===== src/rtl/selevy_gout_rx.sv =====
// selevy gout receiver: syncs out_clk/gout, pairs nibbles into bytes, FWFT FIFO.
// Optional HI-state idle timeout when SELEVY_RX_TIMEOUT_EN is defined.
module selevy_gout_rx #(
  parameter int FIFO_DEPTH = 8,
  parameter int TIMEOUT    = 255
) (
  input  logic                        CLK,
  input  logic                        reset,
  input  logic [3:0]                  gout,
  input  logic                        out_clk,
  output logic [7:0]                  rd_data,
  output logic                        rd_valid,
  input  logic                        rd_ready,
  output logic [$clog2(FIFO_DEPTH):0] count,
  output logic                        overflow,
  input  logic                        clr_ovf
);

  localparam int AW = $clog2(FIFO_DEPTH);
  localparam int CW = AW + 1;

  typedef enum logic {LO, HI} state_t;

  logic       oc_s1, oc_s2, oc_s3;
  logic [3:0] g_s1, g_s2;
  logic       strobe;

  state_t     state_q, state_d;
  logic [3:0] lo_nib;
  logic       push;
  logic       tmo_exp;

  logic [7:0]    mem [FIFO_DEPTH];
  logic [AW-1:0] wr_ptr, rd_ptr;
  logic [CW-1:0] cnt_q;
  logic          full, pop, wr_en, drop;

  always_ff @(posedge CLK or negedge reset) begin
    if (!reset) begin
      oc_s1 <= 1'b0;
      oc_s2 <= 1'b0;
      oc_s3 <= 1'b0;
      g_s1  <= '0;
      g_s2  <= '0;
    end else begin
      oc_s1 <= out_clk;
      oc_s2 <= oc_s1;
      oc_s3 <= oc_s2;
      g_s1  <= gout;
      g_s2  <= g_s1;
    end
  end

  assign strobe = oc_s2 & ~oc_s3;

`ifdef SELEVY_RX_TIMEOUT_EN
  localparam int TW = $clog2(TIMEOUT + 1);

  logic [TW-1:0] tmo_q;

  // Held at zero outside HI, so it restarts on every HI entry
  always_ff @(posedge CLK or negedge reset) begin
    if (!reset)
      tmo_q <= '0;
    else if (state_q != HI)
      tmo_q <= '0;
    else
      tmo_q <= tmo_q + 1'b1;
  end

  assign tmo_exp = (state_q == HI) && (tmo_q == TW'(TIMEOUT - 1));
`else
  logic unused_tmo;
  assign unused_tmo = ^TIMEOUT;
  assign tmo_exp    = 1'b0;
`endif

  always_ff @(posedge CLK or negedge reset) begin
    if (!reset)
      state_q <= LO;
    else
      state_q <= state_d;
  end

  // A strobe in the expiry cycle wins over the timeout
  always_comb begin
    state_d = state_q;
    push    = 1'b0;
    unique case (state_q)
      LO: if (strobe) state_d = HI;
      HI: begin
        if (strobe) begin
          push    = 1'b1;
          state_d = LO;
        end else if (tmo_exp) begin
          state_d = LO;
        end
      end
      default: state_d = LO;
    endcase
  end

  always_ff @(posedge CLK or negedge reset) begin
    if (!reset)
      lo_nib <= '0;
    else if (state_q == LO && strobe)
      lo_nib <= g_s2;
  end

  assign full  = (cnt_q == CW'(FIFO_DEPTH));
  assign pop   = rd_valid & rd_ready;
  assign wr_en = push & (~full | pop);
  assign drop  = push & full & ~pop;

  always_ff @(posedge CLK) begin
    if (wr_en)
      mem[wr_ptr] <= {g_s2, lo_nib};
  end

  always_ff @(posedge CLK or negedge reset) begin
    if (!reset) begin
      wr_ptr <= '0;
      rd_ptr <= '0;
      cnt_q  <= '0;
    end else begin
      if (wr_en) wr_ptr <= wr_ptr + 1'b1;
      if (pop)   rd_ptr <= rd_ptr + 1'b1;
      unique case ({wr_en, pop})
        2'b10:   cnt_q <= cnt_q + 1'b1;
        2'b01:   cnt_q <= cnt_q - 1'b1;
        default: cnt_q <= cnt_q;
      endcase
    end
  end

  always_ff @(posedge CLK or negedge reset) begin
    if (!reset)
      overflow <= 1'b0;
    else if (drop)
      overflow <= 1'b1;
    else if (clr_ovf)
      overflow <= 1'b0;
  end

  assign rd_valid = (cnt_q != '0);
  assign rd_data  = rd_valid ? mem[rd_ptr] : 8'h00;
  assign count    = cnt_q;

endmodule


===== config.mk =====
export PLATFORM = sky130hd
export DESIGN_NAME = selevy_gout_rx
export DESIGN_NICKNAME = d
export VERILOG_FILES = /design/src/rtl/selevy_gout_rx.sv
export SDC_FILE = /design/constraint.sdc
export NUM_CORES = 1
export LEC_CHECK = 0
export CORE_UTILIZATION = 45
export DETAILED_ROUTE_END_ITERATION = 8
export GPL_TIMING_DRIVEN = 0
export MAX_ROUTING_LAYER = met4
export PLACE_DENSITY = 0.73
export SLEW_MARGIN = 20
export SYNTH_ARGS = -nofsm -noshare
export SYNTH_HDL_FRONTEND = slang
export SYNTH_SLANG_ARGS = --single-unit

===== constraint.sdc =====
create_clock -name CLK -period 3.4 [get_ports CLK]
set_input_delay 0.34 -clock CLK [delete_from_list [all_inputs] [get_ports CLK]]
set_output_delay 0.34 -clock CLK [all_outputs]
set_load 0.005 [all_outputs]

==> summary.txt, run 1 <==
Timing
  – Final Skew: 0.00935 ns
  – # setup viols final: 0
  – F_max: 339 MHz
  – Final Critical Period: 2.95 ns
  – Final worst slack: 0.453 ns
  – Slew @ Worst Pin: 0.884 ns
  – Slew headroom: 40.8%
  – RSZ-0062 raised after global routing: false
  – Final Hold Violating Endpoints: 0
  – Setup TNS: 0 ns
  – Post-route clock period utilization: 86.7%
  – Max-slew violation count: 0

Synthesis
  – Yosys cell types: 34
  – Post-Synth Simple-Gate Area: 5.74%
  – Post-synth top area cell: edfxtp_1
  – Top post-synthesis cells by count: edfxtp_1 (64), dfrtp_1 (27), mux4_2 (16), nor2_1 (16), mux2i_1 (8)
  – Post-synth EDFFs: 64
  – Synthesized-area fraction occupied by adder cells: 2.45%
  – Post-synthesis mux area share: 14.6%
  – Largest family of logic cells by synthesized area: multiplexers
  – Area contributors post-synth: edfxtp_1 (54%), dfrtp_1 (19%), mux4_2 (10%)
  – Mapped Cells: 191
  – Post-synthesis sequential area ratio: 72.7%
  – Synth Register Bits: 91
  – Area share of the largest cell type after synthesis: 53.8%
  – Top-count cell post-synth: edfxtp_1
  – Post-Synth XOR/XNOR Area: 1.96%
  – Synth warn: 0
  – Post-synth ARST share: 29.7%
  – Post-synthesis net count: 207
  – Synth Area in Compound Gates: 0.876%
  – Avg Inst Size Synth: 18.7 um2
  – Post-Synthesis Cell Area: 3570 um2
  – Synth Flop Type: edfxtp_1

Clocking
  – Post_cts resized: 0
  – Clk sinks: 91
  – Post CTS Setup Buffer Count: 0
  – Num CTS Buffers: 9
  – Clock Latency Late Sink: 0.35 ns
  – Max clock buf depth: 2
  – H-tree depth: 3
  – Clock root buffer: clkbuf_8
  – Hold-fix buffers, CTS: 0
  – Reg clk slew, reported paths: 0.08 ns
  – CTS tree: yes

Drt
  – # DRC: 0
  – Total number of vias: 1,669
  – WL/cell: 17.3 um
  – DRT antenna net count: 0
  – Via-to-Cell Ratio: 5.04
  – Routed WL: 5740 um
  – DR iter-0 viols: 112
  – First drt pass iteration count: 6

Global routing
  – Vias in the first global route: 1,777
  – First-pass GRT wire length: 9150 um
  – Total grt overflow: 0
  – Pin count of the biggest net entering global routing: 28
  – Initial antenna violation count: 0
  – GRT Util Overall: 16.0%

Placed design
  – Area after DPL: 3930 um2
  – Post-DP HPWL: 3650 um
  – IO buf count: 22
  – GPL Wtd Cong: 0.739
  – Pre-CTS setup slack: 0.789 ns

Floorplan
  – Die H: 91.1 um
  – Row count: 32
  – Die Wd: 91.1 um
  – Core Footprint: 7690 um2
  – I/O pin cnt: 23
  – Starting Density: 46.5%
  – Die area: 8300 um2

Power and ir drop
  – PwrDens: 796 nW/um2
  – Flop pwr share: 47.5%
  – Comb pwr share: 32.0%
  – Leak: 1.47 nW
  – Total Power: 0.00327 W
  – Sw power: 0.000949 W
  – Cell internal pwr: 0.00232 W
  – Clk pwr share: 20.5%
  – Net Sw Frac: 29.0%
  – Maximum resistive drop on vdd: 368 uV

Critical path
  – Crit path cell chain: clkbuf_2, buf_1, mux4_2, mux2i_1, nor2_1, clkdlybuf4s50_1
  – Critical path arrival: 2.61 ns
  – Worst Setup End Kind: output pin
  – CP startpoint kind: flop
  – Critical Path Max Stage Delay: 0.57 ns
  – Crit Path Category: reg -> out
  – Delay-heaviest family, CP: buffers and inverters
  – CP max FO: 10
  – Crit-path slowest cell: buf_1
  – Worst endpoint required time: 3.06 ns
  – Bufs and invs on worst path: 3

Layout
  – # nets final: 240
  – Fillers: 632
  – Layout cells sized above 1: 20.1%
  – Antenna diode count: 0
  – Utilization after layout: 53.4%
  – Area of the multi-input gates: 927 um2
  – Design Area, Final: 4100 um2
  – Register area: 2600 um2
  – Layout Area Growth over Synthesis: 14.9%

Run
  – Max-cap violation count: 0

Hold path
  – Hold crit path type: in -> async

Run status
  – Status: finished clean
==> placed cells by master (no fill, tap or decap), drive strengths merged, types with 4 or more instances in the layout <==
cell           count
buf                5
clkbuf            13
clkdlybuf4s50     21
dfrtp             27
edfxtp            64
ha                 7
inv                8
mux2               7
mux2i              8
mux4              16
nand2              4
nand2b             5
nor2              17
xnor2              4
xor2               4
==> area by class of cell <==
cell class	instances	area share, %
multi-input combinational	87	22.6
sequential	91	63.3
inverter	8	0.793
buffer	5	0.610
tap	102	3.11
clock buffer	12	3.29
timing repair buffer	22	5.24
clock inverter	4	1.07
==> worst reg2reg max path, stage by stage, from the launching register on <==
cell     delay (ns)
dfrtp_1        0.45
or3_4          0.46
nor2_8         0.22
inv_4          0.07
nand2_4        0.08
inv_2          0.05
ha_1           0.27
xor2_1         0.17
ha_1           0.18
a21oi_1        0.15
xor2_1         0.16
nor2_1         0.06
xor2_1         0.15
==> worst paths after layout <==
path	to	slack, ns	start	cells after the start
worst min-delay path	lo_nib[1]$_DFFE_PN0P_	0.008	reset	1
worst max-delay path	rd_data[5]	0.45	rd_ptr[1]$_DFFE_PN0P_	6
worst max register to register	count[2]$_DFFE_PN0P_	0.80	count[1]$_DFFE_PN0P_	12
max in group asynchronous	count[3]$_DFFE_PN0P_	2.98	reset	1
worst min register to register	g_s2[2]$_DFF_PN0_	0.35	g_s1[2]$_DFF_PN0_	0
min in group CLK	g_s2[2]$_DFF_PN0_	0.35	g_s1[2]$_DFF_PN0_	0
==> per-stage QoR <==
| step | cells | hold slack [ns] |
|---|---|---|
| after CTS | 331 | 0.0178 |
| after floorplan | 191 | 0.0444 |
| after global routing | 331 | 0.0363 |
| after global placement | 315 | 0.333 |
| after detailed placement | 315 | 0.336 |
| final | 331 | 0.00827 |
==> logic make-up after synthesis <==
| family | count (synthesis) |
|---|---|
| DFF | 91 |
| and+or+nand+nor | 37 |
| muxes | 31 |
| buffers and inverters | 13 |
| xor gates and xnor gates | 8 |
| adders and majority gates | 7 |
| AOI/OAI and AO/OA | 4 |
==> power groups by stage <==
stage	clock, W	sequential [W]	combinational [W]
after detailed placement	0	0.00157	0.00106
after global routing	0.000731	0.00157	0.00115
after floorplan	0	0.00153	0.000682
after CTS	0.000688	0.00155	0.00106
final	0.000670	0.00155	0.00105
after global placement	0	0.00155	0.00103
==> registers in the layout, summed over array words and instances, names as in the netlist <==
signal	flops
rd_ptr	3
overflow	1
g_s2	4
oc_s2	1
state_q	1
g_s1	4
lo_nib	4
mem	64
oc_s1	1
wr_ptr	3
count	4
oc_s3	1
==> layer usage <==
layer | vias up | track usage [%] | wire [um]
li1 | 789 | - | -
met1 | 845 | 18.7 | 2460
met2 | 25 | 26.1 | 3050
met3 | 10 | 3.10 | 132
met4 | 0 | 8.99 | 102
met5 | - | - | 0
Note: power is estimated with default switching activity, not from simulation.
==> run 2: changes to the inputs <==
HOLD_SLACK_MARGIN = 0.12   (was unset)
SLEW_MARGIN = unset   (was 20)
==> run 2 against run 1 <==
Sequential power hardly changed. Via count is 0.30% higher. Clock skew hardly changed. Critical path depth stayed put. Clock-buffer cell count is 2 lower. Non-clock buffer count is 2 higher. Routed wire length is 2.2% lower. Die area stayed put. Highest routed layer unchanged.
==> summary.txt, run 2 (synthesized netlist as in run 1, its figures left out) <==
Critical path
  – Reg2Reg Setup Slack: 0.82 ns (was 0.80 ns)
  – Worst Setup End Kind: output pin (unchanged)
  – Crit path cell chain: clkbuf_2, buf_1, mux4_2, mux2i_1, nor2_1, clkdlybuf4s50_1 (unchanged)
  – Bufs and invs on worst path: 3 (unchanged)
  – Critical path arrival: 2.54 ns (was 2.61 ns)
  – R2R cell count: 12 (unchanged)
  – Crit Path Category: reg -> out (unchanged)
  – Critical Path Max Stage Delay: 0.53 ns (was 0.57 ns)
  – R2R Path End: count[2]$_DFFE_PN0P_ (unchanged)
  – Worst r2r src: count[1]$_DFFE_PN0P_ (unchanged)
  – Crit-path slowest cell: buf_1 (unchanged)
  – Worst endpoint required time: 3.06 ns (about the same)
  – CP startpoint kind: flop (unchanged)
  – Delay-heaviest family, CP: buffers and inverters (unchanged)
  – CP max FO: 10 (unchanged)

Power and ir drop
  – Flop pwr share: 47.9% (was 47.5%)
  – Total Power: 0.00322 W (was 0.00327 W)
  – Sw power: 0.000956 W (was 0.000949 W)
  – Net Sw Frac: 29.7% (was 29.0%)
  – PwrDens: 783 nW/um2 (was 796 nW/um2)
  – Cell internal pwr: 0.00227 W (was 0.00232 W)
  – Maximum resistive drop on vdd: 376 uV (was 368 uV)
  – Comb pwr share: 32.2% (was 32.0%)
  – Leak: 1.47 nW (about the same)
  – Clk pwr share: 20.0% (was 20.5%)

Hold path
  – Hold path endpoint: g_s2[3]$_DFF_PN0_
  – Hold path depth: 0
  – Hold crit path type: reg -> reg (was in -> async)
  – Hold_sp: g_s1[3]$_DFF_PN0_

Timing
  – Final Critical Period: 2.88 ns (was 2.95 ns)
  – Post-route clock period utilization: 84.6% (was 86.7%)
  – Setup TNS: 0 ns (unchanged)
  – Final Skew: 0.00933 ns (was 0.00935 ns)
  – Slew headroom: 41.9% (was 40.8%)
  – Final Hold Violating Endpoints: 0 (unchanged)
  – RSZ-0062 raised after global routing: false (unchanged)
  – Slew @ Worst Pin: 0.869 ns (was 0.884 ns)
  – Hold_ws: 0.352 ns (was 0.00827 ns)
  – F_max: 348 MHz (was 339 MHz)
  – # setup viols final: 0 (unchanged)
  – Max-slew violation count: 0 (unchanged)

Layout
  – Most flop-heavy register: mem (unchanged)
  – Utilization after layout: 53.5% (was 53.4%)
  – # nets final: 242 (was 240)
  – Layout Area Growth over Synthesis: 15.2% (was 14.9%)
  – Design Area, Final: 4120 um2 (was 4100 um2)
  – Max reg flops: 64 (unchanged)
  – Most frequent cells in the layout: edfxtp_1 (64), dfrtp_1 (27), clkdlybuf4s50_1 (21) (unchanged)
  – Leading cell type in the layout, fill and taps excluded: edfxtp_1 (unchanged)
  – Layout cells sized above 1: 21.2% (was 20.1%)
  – Antenna diode count: 0 (unchanged)

Floorplan
  – Die Wd: 91.1 um (unchanged)
  – Row count: 32 (unchanged)
  – Die H: 91.1 um (unchanged)
  – Core Footprint: 7690 um2 (unchanged)
  – I/O pin cnt: 23 (unchanged)
  – Die area: 8300 um2 (unchanged)
  – Starting Density: 46.5% (unchanged)

Clocking
  – Clock Latency Late Sink: 0.35 ns (about the same)
  – Clk sinks: 91 (unchanged)
  – H-tree depth: 3 (unchanged)
  – CTS tree: yes (unchanged)
  – Post CTS Setup Buffer Count: 0 (unchanged)
  – Clock root buffer: clkbuf_8 (unchanged)
  – Reg clk slew, reported paths: 0.08 ns (about the same)
  – Max clock buf depth: 2 (unchanged)
  – Num CTS Buffers: 9 (unchanged)

Drt
  – Met3 WL: 184 um (was 132 um)
  – WL/cell: 16.8 um (was 17.3 um)
  – WL met1: 2360 um (was 2460 um)
  – Top routing layer used: met4 (unchanged)
  – Total number of vias: 1,674 (was 1,669)
  – DR iter-0 viols: 106 (was 112)
  – Met2 WL: 2990 um (was 3050 um)
  – Via-to-Cell Ratio: 5.03 (was 5.04)
  – DRT antenna net count: 0 (unchanged)
  – # DRC: 0 (unchanged)
  – Routed WL: 5610 um (was 5740 um)
  – First drt pass iteration count: 6 (unchanged)

Global routing
  – Vias in the first global route: 1,748 (was 1,777)
  – Total grt overflow: 0 (unchanged)
  – GRT Util Overall: 15.9% (was 16.0%)
  – First-pass GRT wire length: 9110 um (was 9150 um)
  – Pin count of the biggest net entering global routing: 28 (unchanged)
  – Initial antenna violation count: 0 (unchanged)

Run
  – Max-cap violation count: 0 (unchanged)

Run status
  – Status: finished clean (unchanged)

Placed design
  – GPL Wtd Cong: 0.739 (unchanged)
  – Area after DPL: 3920 um2 (was 3930 um2)
  – IO buf count: 22 (unchanged)
  – Post-DP HPWL: 3640 um (was 3650 um)
run 2: how the worst max path moves through the flow:
| stage | start | to | slack, ns | cells past startpoint |
|---|---|---|---|---|
| after floorplan | count[1]$_DFFE_PN0P_ | count[2]$_DFFE_PN0P_ | 1.04 | 12 |
| after global placement | rd_ready | mem[1][6]$_DFFE_PP_ | 0.54 | 5 |
| after detailed placement | rd_ready | mem[1][2]$_DFFE_PP_ | 0.29 | 5 |
| after CTS | rd_ptr[1]$_DFFE_PN0P_ | rd_data[5] | 0.44 | 6 |
| after global routing | rd_ptr[1]$_DFFE_PN0P_ | rd_data[4] | 0.31 | 6 |
| final | rd_ptr[1]$_DFFE_PN0P_ | rd_data[4] | 0.52 | 6 |
run 2: stage by stage:
stage / instances / worst slack, ns
2_1_floorplan: 191 / 1.04
5_1_grt: 333 / 0.310
3_3_place_gp: 315 / 0.536
6_report: 333 / 0.523
3_5_place_dp: 315 / 0.295
4_1_cts: 331 / 0.439
run 2: repair_timing:
action | 4_1_cts | 5_1_grt
hold endpoints to repair | 0 | 27
resized for setup | 0 | 0
hold buffers | 0 | 1
run 2: final cells by class:
type | instances | area [um2]
sequential | 91 | 2600
buffer | 5 | 25.0
clock buffer | 10 | 138
inverter | 8 | 32.5
multi-input combinational | 87 | 922
clock inverter | 6 | 41.3
tap | 102 | 128
timing repair buffer | 24 | 233
fill | 612 | 3570
run 2: power by group through the flow:
stage | clock [W] | sequential, W | combinational (W)
floorplan | 0 | 0.00153 | 0.000682
global placement | 0 | 0.00155 | 0.00103
detailed placement | 0 | 0.00157 | 0.00106
CTS | 0.000658 | 0.00154 | 0.00106
global route | 0.000703 | 0.00157 | 0.00114
finish | 0.000643 | 0.00154 | 0.00104
run 2: per-layer routing:
layer | global-route usage (%) | up-vias
met4 | 8.33 | 0
met1 | 18.3 | 839
met5 | - | -
met3 | 3.02 | 9
met2 | 26.6 | 31
li1 | - | 795
